[config.mk]
export PLATFORM = sky130hd
export DESIGN_NAME = atmega_tim_prescaler
export DESIGN_NICKNAME = d
export VERILOG_FILES = /design/src/rtl/atmega_tim_prescaler.sv
export SDC_FILE = /design/constraint.sdc
export NUM_CORES = 1
export LEC_CHECK = 0
export CAP_MARGIN = 20
export CORE_MARGIN = 2
export CORE_UTILIZATION = 43
export CTS_CLUSTER_SIZE = 25
export DETAILED_ROUTE_END_ITERATION = 6
export GPL_TIMING_DRIVEN = 0
export PLACE_DENSITY_LB_ADDON = 0.2
export SLEW_MARGIN = 20
export SYNTH_ARGS = -nofsm -noshare
export SYNTH_HDL_FRONTEND = slang
export SYNTH_SLANG_ARGS = --single-unit
[constraint.sdc]
create_clock -name clk -period 1.7 [get_ports clk]
set_input_delay 0.17 -clock clk [delete_from_list [all_inputs] [get_ports clk]]
set_output_delay 0.17 -clock clk [all_outputs]
set_load 0.02 [all_outputs]
[src/rtl/atmega_tim_prescaler.sv]
// Shared prescaler for the ATmega-style 8-bit timers: owns GTCCR, runs the
// 10-bit prescale counter and emits registered tick and T-pin edge strobes.
module atmega_tim_prescaler #(
  parameter int                           BUS_ADDR_DATA_LEN = 8,
  parameter logic [BUS_ADDR_DATA_LEN-1:0] GTCCR_ADDR        = 8'h43
) (
  input  logic                         clk,
  input  logic                         rst,
  input  logic                         halt,
  input  logic [BUS_ADDR_DATA_LEN-1:0] addr_dat,
  input  logic                         wr_dat,
  input  logic                         rd_dat,
  input  logic [7:0]                   bus_dat_in,
  output logic [7:0]                   bus_dat_out,
  input  logic                         t,
  output logic                         clk8,
  output logic                         clk64,
  output logic                         clk256,
  output logic                         clk1024,
  output logic                         t0_rise,
  output logic                         t0_fall
);

  logic       tsm_r;
  logic       psrsync_r;
  logic [9:0] cnt_r;
  logic       clk8_r;
  logic       clk64_r;
  logic       clk256_r;
  logic       clk1024_r;
  logic       s1_r;
  logic       s2_r;
  logic       s3_r;
  logic       t0_rise_r;
  logic       t0_fall_r;

  logic       sel_s;
  logic       wr_hit_s;
  logic       clr_s;
  logic       hold_s;
  logic       run_s;
  logic [9:0] cnt_nxt_s;
  logic       psrsync_nxt_s;
  logic [7:0] rd_data_s;
  logic       unused_bits_s;

  // Reserved GTCCR bits (PSRASY and 6:2) are accepted on the bus but discarded.
  assign unused_bits_s = ^bus_dat_in[6:1];

  // Address decode, clearing write detection and the run qualifier.
  always_comb begin
    sel_s    = (addr_dat == GTCCR_ADDR);
    wr_hit_s = wr_dat & sel_s;
    clr_s    = wr_hit_s & bus_dat_in[0];
    hold_s   = tsm_r & psrsync_r;
    run_s    = ~halt & ~hold_s & ~clr_s;
  end

  // PSRSYNC only sticks when TSM is written high; TSM = 0 releases the hold.
  always_comb begin
    if (bus_dat_in[7]) begin
      psrsync_nxt_s = bus_dat_in[0];
    end else begin
      psrsync_nxt_s = 1'b0;
    end
  end

  // Next counter value: clear beats hold, hold beats halt, halt beats increment.
  always_comb begin
    cnt_nxt_s = cnt_r;
    if (clr_s) begin
      cnt_nxt_s = 10'd0;
    end else if (hold_s) begin
      cnt_nxt_s = 10'd0;
    end else if (halt) begin
      cnt_nxt_s = cnt_r;
    end else begin
      cnt_nxt_s = cnt_r + 10'd1;
    end
  end

  // Combinational OR-bus read path.
  always_comb begin
    if (rd_dat & sel_s) begin
      rd_data_s = {tsm_r, 6'b00_0000, psrsync_r};
    end else begin
      rd_data_s = 8'h00;
    end
  end

  // GTCCR register.
  always_ff @(posedge clk or negedge rst) begin
    if (!rst) begin
      tsm_r     <= 1'b0;
      psrsync_r <= 1'b0;
    end else if (wr_hit_s) begin
      tsm_r     <= bus_dat_in[7];
      psrsync_r <= psrsync_nxt_s;
    end else begin
      tsm_r     <= tsm_r;
      psrsync_r <= psrsync_r;
    end
  end

  // Prescale counter and registered tick strobes.
  always_ff @(posedge clk or negedge rst) begin
    if (!rst) begin
      cnt_r     <= 10'd0;
      clk8_r    <= 1'b0;
      clk64_r   <= 1'b0;
      clk256_r  <= 1'b0;
      clk1024_r <= 1'b0;
    end else begin
      cnt_r     <= cnt_nxt_s;
      clk8_r    <= run_s & (cnt_r[2:0] == 3'd7);
      clk64_r   <= run_s & (cnt_r[5:0] == 6'd63);
      clk256_r  <= run_s & (cnt_r[7:0] == 8'd255);
      clk1024_r <= run_s & (cnt_r == 10'd1023);
    end
  end

  // T pin: two-flop synchroniser, delay flop, registered edge strobes.
  always_ff @(posedge clk or negedge rst) begin
    if (!rst) begin
      s1_r      <= 1'b0;
      s2_r      <= 1'b0;
      s3_r      <= 1'b0;
      t0_rise_r <= 1'b0;
      t0_fall_r <= 1'b0;
    end else begin
      s1_r      <= t;
      s2_r      <= s1_r;
      s3_r      <= s2_r;
      t0_rise_r <= s2_r & ~s3_r;
      t0_fall_r <= ~s2_r & s3_r;
    end
  end

  assign bus_dat_out = rd_data_s;
  assign clk8        = clk8_r;
  assign clk64       = clk64_r;
  assign clk256      = clk256_r;
  assign clk1024     = clk1024_r;
  assign t0_rise     = t0_rise_r;
  assign t0_fall     = t0_fall_r;

endmodule

---- After elaboration in Yosys (flattened, before gate mapping) ----
Index checks and enable logic that the tools add are counted.
storage, ports and cells
  register bits after elaboration ......... 21
  output and inout bits ................... 14
cells by class
  $add $sub $neg .......................... 1
  eq/ne operators ......................... 6
  mux-type cells .......................... 5
  bitwise logic cells ..................... 17
operator list
  kind                                            count
  2-to-1 mux 10 bit                               3
  bitwise AND 1 bit                               12
  adder 10 x 1 -> 10 bit (second input constant)  1
  == test 10 bit (second input constant)          1
  == test 8 x 7 -> 1 bit (second input constant)  1
  == test 8 bit (second input constant)           1
  2-to-1 mux 8 bit                                1
  == test 6 bit (second input constant)           1
  NOT 1 bit                                       5
  == test 3 bit (second input constant)           1
  != test 3 x 1 -> 1 bit (second input constant)  1
  2-to-1 mux 1 bit                                1

---- Depth between registers and ports, before layout ----
Gate-level depths: netlist (run 1).
  depth after elaboration ................. 6
  depth in mapped cells ................... 4
  depth with buffers taken out ............ 4

---- Worst setup path before layout (run 1) ----
Ideal clock, no wire load.
  path type ............................... register to register
  start ................................... register cnt_r[0]
  end ..................................... register cnt_r[8]
  setup time .............................. 73 ps
  arrival ................................. 1,262 ps
  setup slack ............................. 365 ps
  stages on the path, launching flop included .. 5
  cell sequence ........................... dfrtp_1 -> ha_1 -> nand2_1 -> or4_4 -> a21oi_2
on the way
  longest elaborated chain between the ends .. 4
ends and longest elaborated chain
  what                    line  RTL
  from (decl)             26    logic [9:0] cnt_r;
  from (signal assigned)  114   cnt_r <= cnt_nxt_s;
  adder 10 x 1 -> 10 bit  78    cnt_nxt_s = cnt_r + 10'd1;
  2-to-1 mux 10 bit       75    end else if (halt) begin
  2-to-1 mux 10 bit       73    end else if (hold_s) begin
  2-to-1 mux 10 bit       71    if (clr_s) begin
Every way passes these cells. The select of a mux whose other input is x is not followed.
A chain may end at the register's enable or synchronous reset.

---- Worst setup path after layout (run 1) ----
  start ................................... input port addr_dat[1]
  end ..................................... output port bus_dat_out[0]
on the way
  longest elaborated chain between the ends .. 3
ends and longest elaborated chain
  what                    line  RTL
  from (decl)             10    input logic [BUS_ADDR_DATA_LEN-1:0] addr_dat,
  == test 8 x 7 -> 1 bit  52    sel_s = (addr_dat == GTCCR_ADDR);
  bitwise AND 1 bit       84    if (rd_dat & sel_s) begin
  2-to-1 mux 8 bit        84
  to (decl)               14    output logic [7:0] bus_dat_out,
Every way passes these cells.

==> results of run 1 <==
## worst max-delay path by stage
| stage | startpoint | end | slack, ps | depth (start not counted) |
|---|---|---|---|---|
| finish | addr_dat[1] | bus_dat_out[0] | 70 | 5 |
| global route | addr_dat[1] | bus_dat_out[0] | -20 | 5 |
| CTS | addr_dat[0] | bus_dat_out[7] | 2 | 5 |
| detailed placement | addr_dat[7] | bus_dat_out[0] | -470 | 5 |
| global placement | addr_dat[0] | bus_dat_out[7] | -450 | 5 |
| floorplan | cnt_r[0] | cnt_r[8] | 360 | 4 |
## kinds of logic after synthesis
| group | Yosys count | synth area share |
|---|---|---|
| AO/OA/AOI/OAI | 13 | 0.08355 |
| XOR/XNOR | 2 | 0.01772 |
| adder cells (fa/ha/maj) | 2 | 0.02531 |
| buffers and inverters | 10 | 0.07215 |
| flip-flops | 21 | 0.5316 |
| multiplexers | 4 | 0.04177 |
| other | 1 | 0.003794 |
| AND/OR/NAND/NOR | 33 | 0.2241 |
## metal layers
layer,vias up,global-route usage,wire (um)
li1,366,-,-
met4,0,0.06579,19
met2,18,0.2806,972
met1,346,0.1828,731
met3,2,0.04310,70
met5,-,0,0
## flip-flops by register name, summed over array words and instances, names as in the netlist
name / count
s3_r: 1
clk64: 1
clk256: 1
cnt_r: 10
tsm_r: 1
clk8: 1
s2_r: 1
psrsync_r: 1
clk1024: 1
s1_r: 1
t0_rise: 1
t0_fall: 1
## cell usage in the layout, fill, tap and decap left out, types with 2 or more instances in the layout
cell type and count:
dfrtp_1 21, clkdlybuf4s50_1 20, buf_4 9, conb_1 6
nor2_1 5, o21ai_0 4, a21oi_1 4, nand2_1 3
nand3_1 3, or3_1 3, mux2i_1 3, clkbuf_4 3
and3_1 2, inv_1 2, nor2b_1 2, xor2_1 2
o31ai_1 2, or4_4 2, a21oi_2 2, ha_1 2
buf_2 2
## where the power goes
group	switching [mW]	total, mW	internal (mW)	leakage [nW]
combinational	0.148	0.296	0.148	0.352
clock	0.143	0.234	0.0916	0.0150
sequential	0.0987	0.682	0.583	0.269
## layout make-up
cell class,instances,area share
clock buffer,4,0.01981
buffer,8,0.04811
multi-input combinational,60,0.3340
sequential,21,0.3962
inverter,2,0.005660
tap,28,0.02642
timing repair buffer,24,0.1698
## through the flow
step,instance area (um2),worst slack (ps),total power [mW],hold WS (ps),TNS [ps]
floorplan,1007,364.8,0.8680,-125.6,0
global placement,1262,-452.6,0.9604,332.6,-1820
detailed placement,1262,-465.4,0.9797,341.1,-2037
CTS,1315,2.450,1.225,40.79,0
global route,1326,-15.67,1.315,49.30,-15.67
finish,1326,65.95,1.212,49.08,0
## repair_timing
item,4_1_cts,5_1_grt
pin swaps,0,2
setup buffers,0,2
setup endpoints to repair,2,2
gates resized for setup,11,2
==> key figures, run 1 <==
Run status
  – Outcome: finished, final reports clean

Timing
  – Final hold violation count: 0
  – Fin Clk Skew: 7.410 ps
  – Fmax: 0.6120 GHz
  – Final Critical Period: 1634 ps
  – Final max-slew violation count: 0
  – Relative slew slack: 0.3852
  – Final setup viols: 0
  – Final period util: 0.9612
  – Worst-margin pin slew: 919.3 ps

CTS
  – CTS sink cnt: 21
  – Hold_buf cts: 0
  – Root Driver: clkbuf_4
  – Skew-Pair Late Insertion Delay: 300 ps
  – Max Buffers Root-to-Sink: 2
  – H-tree depth: 1
  – Inserted Clock Buffers: 3
  – CTS clk-pin slew, worst paths: between 100 and 150 ps
  – TritonCTS clock tree: yes

Worst setup path
  – Slowest CP cell: clkdlybuf4s50_1
  – Setup slack, reg-to-reg: 200 ps
  – Critical R2R Launch: cnt_r[0]
  – R2r endpoint: cnt_r[8]
  – Endpoint class of the critical path: output port
  – Worst Path Arrival: ~1500 ps
  – Worst EP required: around 1500 ps
  – Max FO, Critical Path: 3
  – Max incr delay on CP: 470 ps
  – Worst-case reg-to-reg path depth: 4
  – Worst path buffer plus inverter count: 2
  – Delay-heaviest family, CP: simple AND/OR/NAND/NOR gates
  – Startpoint class of the critical path: primary input
  – Crit-path cells: clkdlybuf4s50_1, nor4bb_4, and2_4, and3_1, buf_2
  – Critical path class: primary input to output port

Yosys
  – Cells after Synth: between 80 and 90
  – Ys flop type: dfrtp_1
  – Count leader, synth: dfrtp_1
  – Mapped Area: 988.4 um2
  – Sequential share of the synthesized area: 0.5316
  – EDFF count, synth: 0
  – Synth area leader: dfrtp_1
  – Top cells by area, synth: dfrtp_1 53%, buf_4 5.3%, mux2i_1 3.0%
  – Yosys top cell area share: 0.5316
  – Synth unique cells: 33
  – FF+latch count, synth: 21
  – Share of flip-flops with an asynchronous set or reset: 1.000
  – Yosys warns: 0
  – Top post-synthesis cells by count: 21 x dfrtp_1, 7 x buf_4, 5 x nor2_1, 4 x a21oi_1, 4 x o21ai_0
  – Syn Area/Cell: 11.49 um2

Pwr
  – IR Drop Worst-Case VDD: 0.0006049 V
  – PwrDens: 914.1 mW/mm2
  – Pleak: ~0.64 nW

Routing
  – WL/cell: 12.20 um
  – Iter 0 DRT Violations: 6
  – Post-route ant nets: 0
  – Total number of vias: between 700 and 800
  – Vias per cell: 4.980
  – Post-Route WL: 1794 um
  – DRC: 0
  – Iteration count of the initial detailed-routing pass: 4

Min path
  – Hold path startpoint: halt
  – Worst Hold Depth: 2
  – Hold Crit Endpoint: clk8
  – Worst hold path class: primary input to flip-flop

Place
  – Routability cong.: just under 0.7
  – Placed Cells: 141
  – Hpwl dp: 1302 um
  – Port bufs: 22

Global routing
  – Vias in the first global route: between 700 and 800
  – Pin count of the biggest net entering global routing: 22
  – Antenna violations before repair: 0
  – Total GRT Usage: 0.1603
  – First-pass GRT wire length: 3077 um
  – Total grt overflow: 0

Finish
  – Diodes inserted: 0
  – Finished Layout Cells: between 100 and 150
  – Filler cells: 188
  – Post-layout nets: 144
  – Util after Layout: 0.6054
  – Layout cells sized above 1: 0.2101
  – Area of the multi-input gates: ~440 um2
  – Register area: 525.5 um2
  – Layout area overhead: 34.18%

Die
  – FP Rows: 17
  – Die H: just over 50 um
  – # IOs: 36
  – Core ar.: 0.002191 mm2
  – Full die area: 0.002698 mm2
  – Initial Util: 0.4512
  – Die X: 51.95 um

Run
  – Max cap viols: 0
Note: power is estimated with default switching activity, not from simulation.
==> run 2, diff against run 1 <==
- ABC_AREA: default -> 1
- CORE_MARGIN: 2 -> default
- CORE_UTILIZATION: 43 -> 45
==> key figures, run 2 <==
Finish
  – Layout cells sized above 1: 0.1130 (-0.09709)
  – Layout area overhead: 26.63%
  – Most common cell after layout, fill and taps aside: nand2_1
  – Post-layout nets: 202 (+40%)
  – Register area: 525.5 um2 (unchanged)
  – Number of flip-flops in the largest register: 10 (unchanged)
  – Post-layout instance area: 0.001434 mm2 (+8.1%)
  – Area of the multi-input gates: 488.0 um2 (+10%)
  – Filler cells: 202 (+7.4%)
  – Commonest non-fill, non-tap cells in the layout: 30 x nand2_1, 24 x nand3_1, 21 x dfrtp_1, 21 x clkdlybuf4s50_1
  – Reg with most FFs: cnt_r
  – Util after Layout: 0.6242 (+0.01882)
  – Diodes inserted: 0 (unchanged)

Routing
  – Vias per cell: 4.849 (-2.6%)
  – Post-Route WL: 2271 um (+27%)
  – Iter 0 DRT Violations: 11 (+5)
  – DRC: 0 (unchanged)
  – Post-route ant nets: 0 (unchanged)
  – Iteration count of the initial detailed-routing pass: 4 (unchanged)
  – WL/cell: 11.08 um (-9.2%)
  – Total number of vias: 994 (+36%)

Yosys
  – EDFF count, synth: 0 (unchanged)
  – Ys flop type: dfrtp_1
  – Cells after Synth: 145 (+69%)
  – Yosys top cell area share: 0.4641 (-0.06756)
  – Synth area leader: dfrtp_1
  – Yosys warns: 0 (unchanged)
  – Mux contribution to synthesized area: 0 (-0.04177)
  – Syn Area/Cell: 7.809 um2 (-32%)
  – Compound-Gate Fraction of Synth Area: 0.03646 (-0.04708)
  – Share of flip-flops with an asynchronous set or reset: 1.000 (unchanged)
  – Largest family of logic cells by synthesized area: simple AND/OR/NAND/NOR gates
  – Synth Area in Simple Gates: 0.3293 (+0.1052)
  – Synth unique cells: 22 (-33%)
  – Synth Area in XOR/XNOR: 0.02320 (+0.005483)
  – Count leader, synth: nand2_1
  – Adder-cell share of the synthesized area: 0.02210 (-0.003217)
  – Top post-synthesis cells by count: 30 x nand2_1, 24 x nand3_1, 21 x dfrtp_1, 18 x inv_1, 18 x nor2_1
  – Sequential share of the synthesized area: 0.4641 (-0.06756)
  – Top cells by area, synth: dfrtp_1 46%, nand3_1 11%, nand2_1 9.9%
  – Mapped Area: 0.001132 mm2 (+15%)
  – FF+latch count, synth: 21 (unchanged)

Place
  – Port bufs: 23 (+4.5%)
  – Setup WS pre-CTS: -220.2 ps (+245.2 ps)
  – Post-Place Cell Area: 0.001416 mm2 (+12%)
  – Routability cong.: 0.8209 (+21%)
  – Hpwl dp: 1808 um (+39%)

Timing
  – Final hold violation count: 0 (unchanged)
  – Relative slew slack: 0.4083 (+0.02309)
  – Worst-margin pin slew: 884.8 ps (-34.53 ps)
  – Final WS setup: 230.0 ps (+164.0 ps)
  – Setup TNS: 0 ps (unchanged)
  – Fin Clk Skew: 9.510 ps (+2.100 ps)
  – Fmax: 0.6803 GHz (+11%)
  – Final period util: 0.8647 (-0.09649)
  – Final Critical Period: 1470 ps (-164.0 ps)
  – Final max-slew violation count: 0 (unchanged)
  – Final setup viols: 0 (unchanged)
  – RSZ-0062 raised after global routing: false
  – Hold slack: 300.7 ps (+251.6 ps)

CTS
  – Hold_buf cts: 0 (unchanged)
  – Skew-Pair Late Insertion Delay: 310 ps (about the same)
  – H-tree depth: 1 (unchanged)
  – Inserted Clock Buffers: 3 (unchanged)
  – CTS clk-pin slew, worst paths: 100 ps (about the same)
  – Postcts setup bufs: 0 (unchanged)
  – Max Buffers Root-to-Sink: 2 (unchanged)
  – Root Driver: clkbuf_4
  – CTS sink cnt: 21 (unchanged)
  – TritonCTS clock tree: yes

Worst setup path
  – R2r endpoint: clk1024
  – Slowest CP cell: clkdlybuf4s50_1
  – Critical R2R Launch: cnt_r[1]
  – Crit-path cells: clkdlybuf4s50_1, nor2_1, nand3_1, nor2_1, nand2_1, nor2_1, clkbuf_2
  – Critical path class: primary input to output port
  – Worst path buffer plus inverter count: 2 (unchanged)
  – Worst Path Arrival: 1300 ps (-160 ps)
  – Delay-heaviest family, CP: buffers and inverters
  – Most used cell, CP: nor2_1
  – Endpoint class of the critical path: output port
  – Max incr delay on CP: 420 ps (-50 ps)
  – Worst EP required: 1530 ps (about the same)
  – Startpoint class of the critical path: primary input
  – Setup slack, reg-to-reg: 340 ps (+140 ps)
  – Max FO, Critical Path: 2 (-1)
  – Worst-case reg-to-reg path depth: 5 (+1)

Die
  – Full die area: 0.002721 mm2 (+0.83%)
  – # IOs: 36 (unchanged)
  – FP Rows: 17 (unchanged)
  – Die H: 52.16 um (+0.41%)
  – Die X: 52.16 um (+0.41%)
  – Core ar.: 0.002297 mm2 (+4.9%)
  – Initial Util: 0.4929 (+0.04175)

Global routing
  – First-pass GRT wire length: 3953 um (+28%)
  – Antenna violations before repair: 0 (unchanged)
  – Total GRT Usage: 0.2014 (+0.04104)
  – Pin count of the biggest net entering global routing: 22 (unchanged)
  – Total grt overflow: 0 (unchanged)
  – Vias in the first global route: 912 (+29%)

Min path
  – Worst Hold Depth: 1 (-1)
  – Hold Crit Endpoint: s1_r
  – Hold path startpoint: t
  – Worst hold path class: primary input to flip-flop

Run
  – Max cap viols: 0 (unchanged)

Pwr
  – IR Drop Worst-Case VDD: 0.0006813 V (+13%)
  – Pleak: 0.7088 nW (+11%)
  – PwrDens: 795.3 mW/mm2 (-13%)

Run status
  – Outcome: finished, final reports clean
run 2: how the worst max path moves through the flow:
stage | cells after the start | from | to
floorplan | 8 | cnt_r[1] | cnt_r[6]
finish | 7 | addr_dat[3] | bus_dat_out[7]
CTS | 7 | addr_dat[3] | bus_dat_out[7]
global route | 7 | addr_dat[5] | bus_dat_out[7]
global placement | 7 | addr_dat[5] | bus_dat_out[7]
detailed placement | 7 | addr_dat[3] | bus_dat_out[7]
run 2: metal layers:
layer | global-route usage | up-vias | part of all wire
li1 | - | 511 | -
met5 | 0 | - | 0
met2 | 0.3568 | 27 | 0.50
met3 | 0.06140 | 2 | 0.054
met4 | 0.05263 | 0 | 0.0070
met1 | 0.2338 | 454 | 0.44
run 2: logic make-up (layout without fill, tap and decap cells):
family                   Yosys count  count (layout)
AND/OR/NAND/NOR                   83              83
buffers and inverters             28              55
flip-flops                        21              21
AO/OA/AOI/OAI                      7               7
XOR/XNOR                           3               3
adder cells (fa/ha/maj)            2               2
other                              1               6
run 2: timing repair:
item                       CTS  global route
pin swaps                    0             0
setup endpoints to repair    2             2
resized for setup            2             4
run 2: through the flow:
stage / cells / power [mW]
finish: 205 / 1.140
global route: 205 / 1.221
CTS: 205 / 1.153
detailed placement: 201 / 0.9174
global placement: 201 / 0.9031
floorplan: 150 / 0.8156
run 2: report_power, final:
group	switching [mW]	internal, mW	leakage [nW]	total (mW)
logic	0.137	0.126	0.415	0.263
registers	0.0782	0.565	0.276	0.643
clock network	0.146	0.0880	0.0177	0.234
total	0.361	0.779	0.709	1.14
run 2: cell type report:
type	instances	share of cell area
Buffer	9	0.04625
Clock buffer	3	0.01571
Sequential cell	21	0.3665
Timing Repair Buffer	23	0.1536
Tap cell	28	0.02443
Multi-Input combinational cell	101	0.3403
Clock inverter	1	0.003490
Inverter	19	0.04974
==> run 3, diff against run 2 <==
- CELL_PAD_IN_SITES_DETAIL_PLACEMENT: default -> 1
- CELL_PAD_IN_SITES_GLOBAL_PLACEMENT: default -> 2
- CORE_UTILIZATION: 45 -> 25
==> key figures, run 3 (synthesis results as in run 2) <==
Run status
  – Outcome: finished, final reports clean

Worst setup path
  – Critical path class: primary input to output port
  – Startpoint class of the critical path: primary input
  – Worst Path Arrival: 1290 ps (about the same)
  – Crit-path cells: clkdlybuf4s50_1, nor2_1, nand3_1, nor2_1, nand2_1, nor2_1, clkbuf_2
  – Critical Path Sink: bus_dat_out[7]
  – Endpoint class of the critical path: output port
  – Setup slack, reg-to-reg: 310 ps (-30 ps)
  – Critical Path Source: addr_dat[5]
  – Max incr delay on CP: 420 ps (about the same)
  – Critical R2R Launch: cnt_r[1]
  – Worst-case reg-to-reg path depth: 8 (+3)
  – Worst EP required: 1530 ps (about the same)
  – R2r endpoint: cnt_r[6]
  – Most used cell, CP: nor2_1
  – Slowest CP cell: clkdlybuf4s50_1
  – Max FO, Critical Path: 2 (unchanged)

Global routing
  – Pin count of the biggest net entering global routing: 22 (unchanged)
  – Total grt overflow: 0 (unchanged)
  – Antenna violations before repair: 0 (unchanged)
  – First-pass GRT wire length: 4554 um (+15%)
  – Vias in the first global route: 986 (+8.1%)
  – Total GRT Usage: 0.1216 (-0.07972)

Timing
  – Final Critical Period: 1458 ps (-11.83 ps)
  – Fin Clk Skew: 3.960 ps (-5.549 ps)
  – Final setup viols: 0 (unchanged)
  – Final period util: 0.8578 (-0.006958)
  – Final hold violation count: 0 (unchanged)
  – Setup TNS: 0 ps (unchanged)
  – Fmax: 0.6858 GHz (+0.81%)
  – RSZ-0062 raised after global routing: false
  – Final WS setup: 241.8 ps (+11.83 ps)
  – Hold slack: 336.6 ps (+35.90 ps)
  – Final max-slew violation count: 0 (unchanged)

Finish
  – Diodes inserted: 0 (unchanged)
  – Commonest non-fill, non-tap cells in the layout: 30 x nand2_1, 24 x nand3_1, 21 x dfrtp_1, 20 x clkdlybuf4s50_1
  – Post-layout nets: 203 (+0.50%)
  – Reg with most FFs: cnt_r
  – Layout area overhead: 31.38%
  – Most common cell after layout, fill and taps aside: nand2_1
  – Util after Layout: 0.3417 (-0.2825)
  – Number of flip-flops in the largest register: 10 (unchanged)
  – Layout cells sized above 1: 0.1180 (+0.004983)

Place
  – Setup WS pre-CTS: -234.1 ps (-13.93 ps)
  – Routability cong.: 0.7735 (-5.8%)
  – Hpwl dp: 2079 um (+15%)
  – Port bufs: 23 (unchanged)

Die
  – Full die area: 0.004802 mm2 (+77%)
  – Die H: 69.30 um (+33%)
  – Core ar.: 0.004354 mm2 (+90%)
  – Die X: 69.30 um (+33%)
  – FP Rows: 24 (+7)
  – Initial Util: 0.2601 (-0.2329)
  – # IOs: 36 (unchanged)

Pwr
  – Pleak: 0.7208 nW (+1.7%)
  – PwrDens: 843.1 mW/mm2 (+6.0%)
  – IR Drop Worst-Case VDD: 0.0002605 V (-62%)

Routing
  – WL/cell: 11.50 um (+3.8%)
  – Total number of vias: 1,024 (+3.0%)
  – Post-route ant nets: 0 (unchanged)
  – DRC: 0 (unchanged)
  – Iter 0 DRT Violations: 36 (+25)
  – Iteration count of the initial detailed-routing pass: 4 (unchanged)
  – Post-Route WL: 2645 um (+16%)
  – Vias per cell: 4.452 (-8.2%)

CTS
  – TritonCTS clock tree: yes
  – Skew-Pair Late Insertion Delay: 260 ps (-50 ps)
  – CTS sink cnt: 21 (unchanged)
  – Root Driver: clkbuf_8
  – Postcts setup bufs: 0 (unchanged)
  – Max Buffers Root-to-Sink: 2 (unchanged)
  – CTS clk-pin slew, worst paths: 80 ps (-20 ps)
  – Inserted Clock Buffers: 3 (unchanged)
  – H-tree depth: 1 (unchanged)

Min path
  – Worst hold path class: primary input to flip-flop

Run
  – Max cap viols: 0 (unchanged)
==> run 3: power breakdown <==
| group | switching (mW) | total, mW | internal, mW |
|---|---|---|---|
| clock | 0.172 | 0.336 | 0.164 |
| sequential | 0.0833 | 0.648 | 0.565 |
| combinational | 0.143 | 0.270 | 0.127 |
| total | 0.398 | 1.25 | 0.856 |
==> run 3: timing repair <==
item | CTS | global route
setup endpoints to repair | 2 | 2
resized for setup | 2 | 4
hold buffers | 0 | 1
endpoints found under the hold margin | 0 | 21
==> run 3: through the flow <==
| stage | total power, mW | area [um2] | instances |
|---|---|---|---|
| detailed placement | 0.9327 | 1446 | 225 |
| global placement | 0.9124 | 1446 | 225 |
| finish | 1.254 | 1488 | 230 |
| floorplan | 0.8156 | 1151 | 150 |
| global route | 1.349 | 1488 | 230 |
| CTS | 1.276 | 1490 | 229 |
==> run 3: critical path, delay by kind of cell <==
family,cells,cell delay [ps]
AND/OR/NAND/NOR,5,530
buffers and inverters,2,590
==> run 3: how the worst min path moves through the flow <==
stage               start      end  depth (start not counted)
floorplan             rst  clk1024                          0
global placement     s1_r     s2_r                          0
detailed placement   s1_r     s2_r                          0
CTS                     t     s1_r                          1
global route            t     s1_r                          1
finish                  t     s1_r                          1
==> run 3: cell type report <==
cell class | instances | area, um2
sequential | 21 | 525.5
multi-input combinational | 101 | 488.0
inverter | 19 | 71.32
fill | 529 | 2867
buffer | 9 | 66.31
clock inverter | 1 | 5.005
timing repair buffer | 24 | 225.2
tap | 52 | 65.06
clock buffer | 3 | 41.29
==> run 3: layer usage <==
layer / wire length [um] / part of all wire / GRT usage / vias up
li1: - / - / - / 512
met1: 1148 / 0.43 / 0.1464 / 487
met2: 1386 / 0.52 / 0.2060 / 21
met3: 63 / 0.024 / 0.01890 / 4
met4: 46 / 0.017 / 0.06803 / 0
met5: 0 / 0 / 0 / -
==> patch 1, RTL diff (flow settings as in run 1) <==
Add an input register stage for `bus_dat_in`, cleared by the reset; this delays it by one clock. The other inputs are not delayed to match.
--- a/src/rtl/atmega_tim_prescaler.sv
+++ b/src/rtl/atmega_tim_prescaler.sv
@@ -20,6 +20,16 @@
   output logic                         t0_rise,
   output logic                         t0_fall
 );
+
+  logic [7:0] bus_dat_q;
+
+  always_ff @(posedge clk or negedge rst) begin
+    if (!rst) begin
+      bus_dat_q <= '0;
+    end else begin
+      bus_dat_q <= bus_dat_in;
+    end
+  end
 
   logic       tsm_r;
   logic       psrsync_r;
@@ -45,21 +55,21 @@
   logic       unused_bits_s;
 
   // Reserved GTCCR bits (PSRASY and 6:2) are accepted on the bus but discarded.
-  assign unused_bits_s = ^bus_dat_in[6:1];
+  assign unused_bits_s = ^bus_dat_q[6:1];
 
   // Address decode, clearing write detection and the run qualifier.
   always_comb begin
     sel_s    = (addr_dat == GTCCR_ADDR);
     wr_hit_s = wr_dat & sel_s;
-    clr_s    = wr_hit_s & bus_dat_in[0];
+    clr_s    = wr_hit_s & bus_dat_q[0];
     hold_s   = tsm_r & psrsync_r;
     run_s    = ~halt & ~hold_s & ~clr_s;
   end
 
   // PSRSYNC only sticks when TSM is written high; TSM = 0 releases the hold.
   always_comb begin
-    if (bus_dat_in[7]) begin
-      psrsync_nxt_s = bus_dat_in[0];
+    if (bus_dat_q[7]) begin
+      psrsync_nxt_s = bus_dat_q[0];
     end else begin
       psrsync_nxt_s = 1'b0;
     end
@@ -94,7 +104,7 @@
       tsm_r     <= 1'b0;
       psrsync_r <= 1'b0;
     end else if (wr_hit_s) begin
-      tsm_r     <= bus_dat_in[7];
+      tsm_r     <= bus_dat_q[7];
       psrsync_r <= psrsync_nxt_s;
     end else begin
       tsm_r     <= tsm_r;
Check against the original RTL: not equivalent (Yosys sat finds a counterexample within 4 cycles, from zero or initial values and one cycle with rst low).
==> patch 1 against run 1 <==
Critical path depth did not move; final area increased by 3.7%; total power rose by 3.6%; routed wire length is 8.2% higher; utilization increased by 1.0 points; largest power group unchanged; setup slack worse by 0.029 ns; sequential cell count rose by 2; clock skew shrank 0.0024 ns; synthesized area increased by 4.7%.
==> patch 1: results (changes against run 1) <==
gpl congestion 0.735 (+8.6%); Power Dens Cells 914 mW/mm2 (about the same); Met1 Wirelength 809 um (+11%); final wirelength 1.94 mm (+8.2%); Tot GR Track Use 15.6% (-0.42 points); H-tree depth 1 (unchanged); pin count of the biggest net entering global routing 24 (+9.1%); synth cell count leaders dfrtp_1 (23), buf_4 (7), nor2_1 (6), a21oi_1 (4); Antenna Cells 0 (unchanged); CTS Buf Count 3 (unchanged); Syn Area/Cell 11.8 um2 (+2.3%); CTS Root Cell clkbuf_4; top fanout value on the critical path 2 (-1); DP Area 0.00131 mm2 (+3.7%); library cells used by synthesis 33 (unchanged); clk slew on worst S/H paths 0.12 ns; WL met3 150 um (+110%); CTS Buffer Depth 2 (unchanged); top post-synthesis cells by area dfrtp_1 (56%), buf_4 (5.1%), mux2i_1 (2.9%), xor2_1 (2.5%), ha_1 (2.4%); nets@finish 147 (+2.1%); maximum vdd drop 0.000611 V (+0.99%); Lkg Pwr 0.657 nW (+3.2%); P_sw 0.389 mW (-0.17%); Clk Latency, worst-skew pair 0.30 ns (about the same); Pre-antenna DRT Iters 4 (unchanged); Worst EP arrival 1.49 ns (+0.03 ns); Via Count 760 (+3.8%); post-synthesis sequential area ratio 55.6% (+2.5 points); met2 global-route usage 27.9% (-0.14 points); layout cells sized above 1 18.9% (-2.2 points); vias in the first global route 720 (+1.6%); Iteration-0 DRC Markers 13 (+7); vias per cell 5.07 (+1.7%); Synth Flop Type dfrtp_1; met2 wire len 971 um (-0.10%); skew final 0.00501 ns (-0.00239 ns); GR Util met3 3.39% (-0.92 points); leading registers by flop count cnt_r: 10 flops, bus_dat_q: 2 flops; Ys Warns 0 (unchanged); placed insts 143 (+1.4%); met1 Track Usage GR 17.9% (-0.42 points); first-pass GRT wire length 3.11 mm (+0.91%); reported sequential group power 0.734 mW (+7.6%); Logic pwr share 22.7% (-1.7 points); outcome complete, no violations
-- patch 1: through the flow --
stage               hold slack, ns  setup slack, ns
floorplan                   -0.126            0.276
global placement             0.339           -0.474
detailed placement           0.337           -0.673
CTS                         0.0499           0.0313
global route                0.0462           0.0135
finish                      0.0545           0.0372
-- patch 1: layout make-up --
| type | instances | area, um2 |
|---|---|---|
| buffer | 8 | 63.8 |
| clock buffer | 4 | 26.3 |
| fill | 190 | 858 |
| inverter | 2 | 7.51 |
| multi-input combinational | 60 | 437 |
| sequential | 23 | 576 |
| tap | 28 | 35.0 |
| timing repair buffer | 25 | 230 |
-- patch 1: path summary, 6_finish.rpt --
kind | start | end | slack (ns) | cells past startpoint
max | addr_dat[0] | bus_dat_out[0] | 0.04 | 5
min | halt | clk8 | 0.05 | 2
max reg2reg | cnt_r[0] | cnt_r[8] | 0.14 | 4
min reg2reg | s1_r | s2_r | 0.37 | 0
max in group asynchronous | rst | clk64 | 1.02 | 2
min in group asynchronous | rst | cnt_r[0] | 0.35 | 2
-- patch 1: logic make-up (layout without fill, tap and decap cells) --
family,after synthesis,after routing,share of synthesized area (%)
compound gates,11,11,6.65
xor+xnor,3,3,2.54
fa+ha+maj,2,2,2.42
buf+inv,10,39,6.89
flops,23,23,55.6
mux,4,4,3.99
other cells,1,6,0.362
simple gates,34,34,21.5
-- patch 1: worst max-delay path, stage by stage --
cell	delay, ns
clkdlybuf4s50_1	0.47
nor4bb_4	0.33
and2_1	0.19
and3_1	0.17
buf_2	0.16
-- patch 1: what timing repair did --
item,4_1_cts,5_1_grt
buffers inserted,2,0
hold buffers,0,1
hold endpoints to repair,0,23
setup endpoints to repair,2,0
resized for setup,12,0
==> patch 2, RTL diff (settings of run 1) <==
Without the edit above. Set the parameter `BUS_ADDR_DATA_LEN` to 16 (it was 8).
--- a/src/rtl/atmega_tim_prescaler.sv
+++ b/src/rtl/atmega_tim_prescaler.sv
@@ -1,7 +1,7 @@
 // Shared prescaler for the ATmega-style 8-bit timers: owns GTCCR, runs the
 // 10-bit prescale counter and emits registered tick and T-pin edge strobes.
 module atmega_tim_prescaler #(
-  parameter int                           BUS_ADDR_DATA_LEN = 8,
+  parameter int                           BUS_ADDR_DATA_LEN = 16,
   parameter logic [BUS_ADDR_DATA_LEN-1:0] GTCCR_ADDR        = 8'h43
 ) (
   input  logic                         clk,
Interface: changed (resized addr_dat); port bits go from 36 to 44. No check against the original RTL was run, so the function may have changed too.
==> patch 2 against run 1 <==
Register-to-register slack worse by 0.10 ns; final area rose by 4.2%; combinational power up 3%; total power decreased by 0.43%; sequential power decreased by 2%; setup slack worse by 0.055 ns; count of clock-buffer cells in the layout shrank 1; synthesized area rose by 1.3%; routed wire length increased by 4.0%; first-iteration DRC count grew 33%; clock power about the same; sequential cell count unchanged; largest power group unchanged; highest routed layer unchanged.
==> patch 2: results (changes against run 1) <==
Syn Area/Cell 11.6 um2 (+1.3%); Pre-antenna DRT Iters 4 (unchanged); post-synthesis sequential area ratio 52.5% (-0.66 points); top post-synthesis cells by area dfrtp_1 (53%), buf_4 (4.5%), xor2_1 (4.4%), nor2_1 (3.8%), nand4bb_4 (2.7%); H-tree depth 1 (unchanged); Iteration-0 DRC Markers 8 (+2); HP Class primary input to flop; Tot GR Track Use 15.6% (-0.43 points); final wirelength 1.87 mm (+4.0%); top fanout value on the critical path 4 (+1); FFs w/ async S/R, synth 100% (unchanged); fillcell total 191 (+1.6%); CTS Buf Count 3 (unchanged); Clk Latency, worst-skew pair 0.30 ns (about the same); Layout Cells excl Fill 156 (+6.1%); layout cells sized above 1 29.7% (+8.7 points); worst hold path depth 2 (unchanged); maximum vdd drop 0.000651 V (+7.6%); vias per cell 4.72 (-5.1%); reg2reg start cnt_r[2]; pin count of the biggest net entering global routing 22 (unchanged); Critical Path Source addr_dat[10]; CTS Root Cell clkbuf_4; vias in the first global route 734 (+3.5%); Ys Warns 0 (unchanged); Setup Viol. Count Final 0 (unchanged); gpl congestion 0.684 (+1.0%); DP Area 0.00136 mm2 (+7.3%); placed insts 149 (+5.7%); skew final 0.00443 ns (-0.00298 ns); Lkg Pwr 0.658 nW (+3.3%); initial antenna violation count 0 (unchanged); FF-to-FF setup slack 0.10 ns (-0.10 ns); Antenna Cells 0 (unchanged); library cells used by synthesis 33 (unchanged); RR Endpoint cnt_r[9]; Buffers on Ports 30 (+36%); clk slew on worst S/H paths 0.11 ns (about the same); Largest register FFs 10 (unchanged); outcome complete, no violations; first-pass GRT wire length 3.15 mm (+2.2%); antenna-violating nets left 0 (unchanged); CTS Buffer Depth 2 (unchanged); synth cell count leaders dfrtp_1 (21), nor2_1 (10), buf_4 (6), nand2_1 (6), xor2_1 (5); CP endpoint bus_dat_out[0]; register name with the most flops cnt_r; DP HPWL 1.42 mm (+8.9%); switching share of power 30.8% (-1.3 points); R2R cell count 4 (unchanged); Slew @ Worst Pin 0.872 ns (-0.0476 ns)
patch 2: changes by cell type in the layout (fill, tap and decap cells not counted), sizes merged, moves of 4 or more:
cell           before  now
nor2                5   10
a21oi               6    2
clkbuf              4   10
clkdlybuf4s50      20   16
patch 2: timing repair:
action / in CTS / in global routing
endpoints found under the setup margin: 12 / 3
pin swaps: 6 / 6
buffers inserted: 1 / 2
hold buffers: 0 / 0
resized for setup: 35 / 15
patch 2: area by class of cell:
class / count / area share, %
buffer: 8 / 4.44
clock buffer: 3 / 1.63
clock inverter: 1 / 0.362
inverter: 1 / 0.272
multi-input combinational: 61 / 31.9
sequential: 21 / 38.1
tap: 28 / 2.54
timing repair buffer: 33 / 20.7
patch 2: worst max-delay path: stages:
cell,delay [ns]
clkbuf_2,0.08
or4_4,0.55
nor4_4,0.37
and3_4,0.24
buf_6,0.11
patch 2: worst min-delay path by stage:
stage,startpoint,endpoint,slack (ns)
floorplan,rst,clk1024,-0.13
global placement,s1_r,s2_r,0.33
detailed placement,s1_r,s2_r,0.34
CTS,halt,clk8,0.11
global route,halt,clk8,0.14
finish,halt,clk8,0.11
patch 2: logic make-up after synthesis:
family | share of synthesized area [%]
flip-flops | 52.5
AND/OR/NAND/NOR | 25.9
other | 0.375
multiplexers | 3.13
buffers and inverters | 6.50
XOR/XNOR | 5.25
adder cells (fa/ha/maj) | 2.50
AO/OA/AOI/OAI | 3.88
patch 2: power by group through the flow:
stage,Combinational (mW),Clock (mW),Sequential [mW]
2_1_floorplan,0.187,0,0.668
3_3_place_gp,0.295,0,0.668
3_5_place_dp,0.308,0,0.678
4_1_cts,0.304,0.242,0.668
5_1_grt,0.349,0.259,0.680
6_report,0.304,0.234,0.670
patch 2: per-stage QoR:
step	TNS (ns)	hold WS (ns)	worst slack (ns)	power [mW]	util [%]
after global placement	-6.22	0.332	-0.705	0.963	61.3
after floorplan	0	-0.126	0.156	0.855	-
final	0	0.113	0.0111	1.21	62.4
after detailed placement	-6.77	0.343	-0.729	0.987	61.3
after global routing	-0.0602	0.135	-0.0350	1.29	62.4
after CTS	0	0.108	0.00549	1.21	62.7
patch 2: routing by layer:
layer	part of all wire, %	GRT usage (%)
met1	44	19.7
met2	50	26.6
met3	5.0	2.57
met4	0.96	6.41
met5	0	0
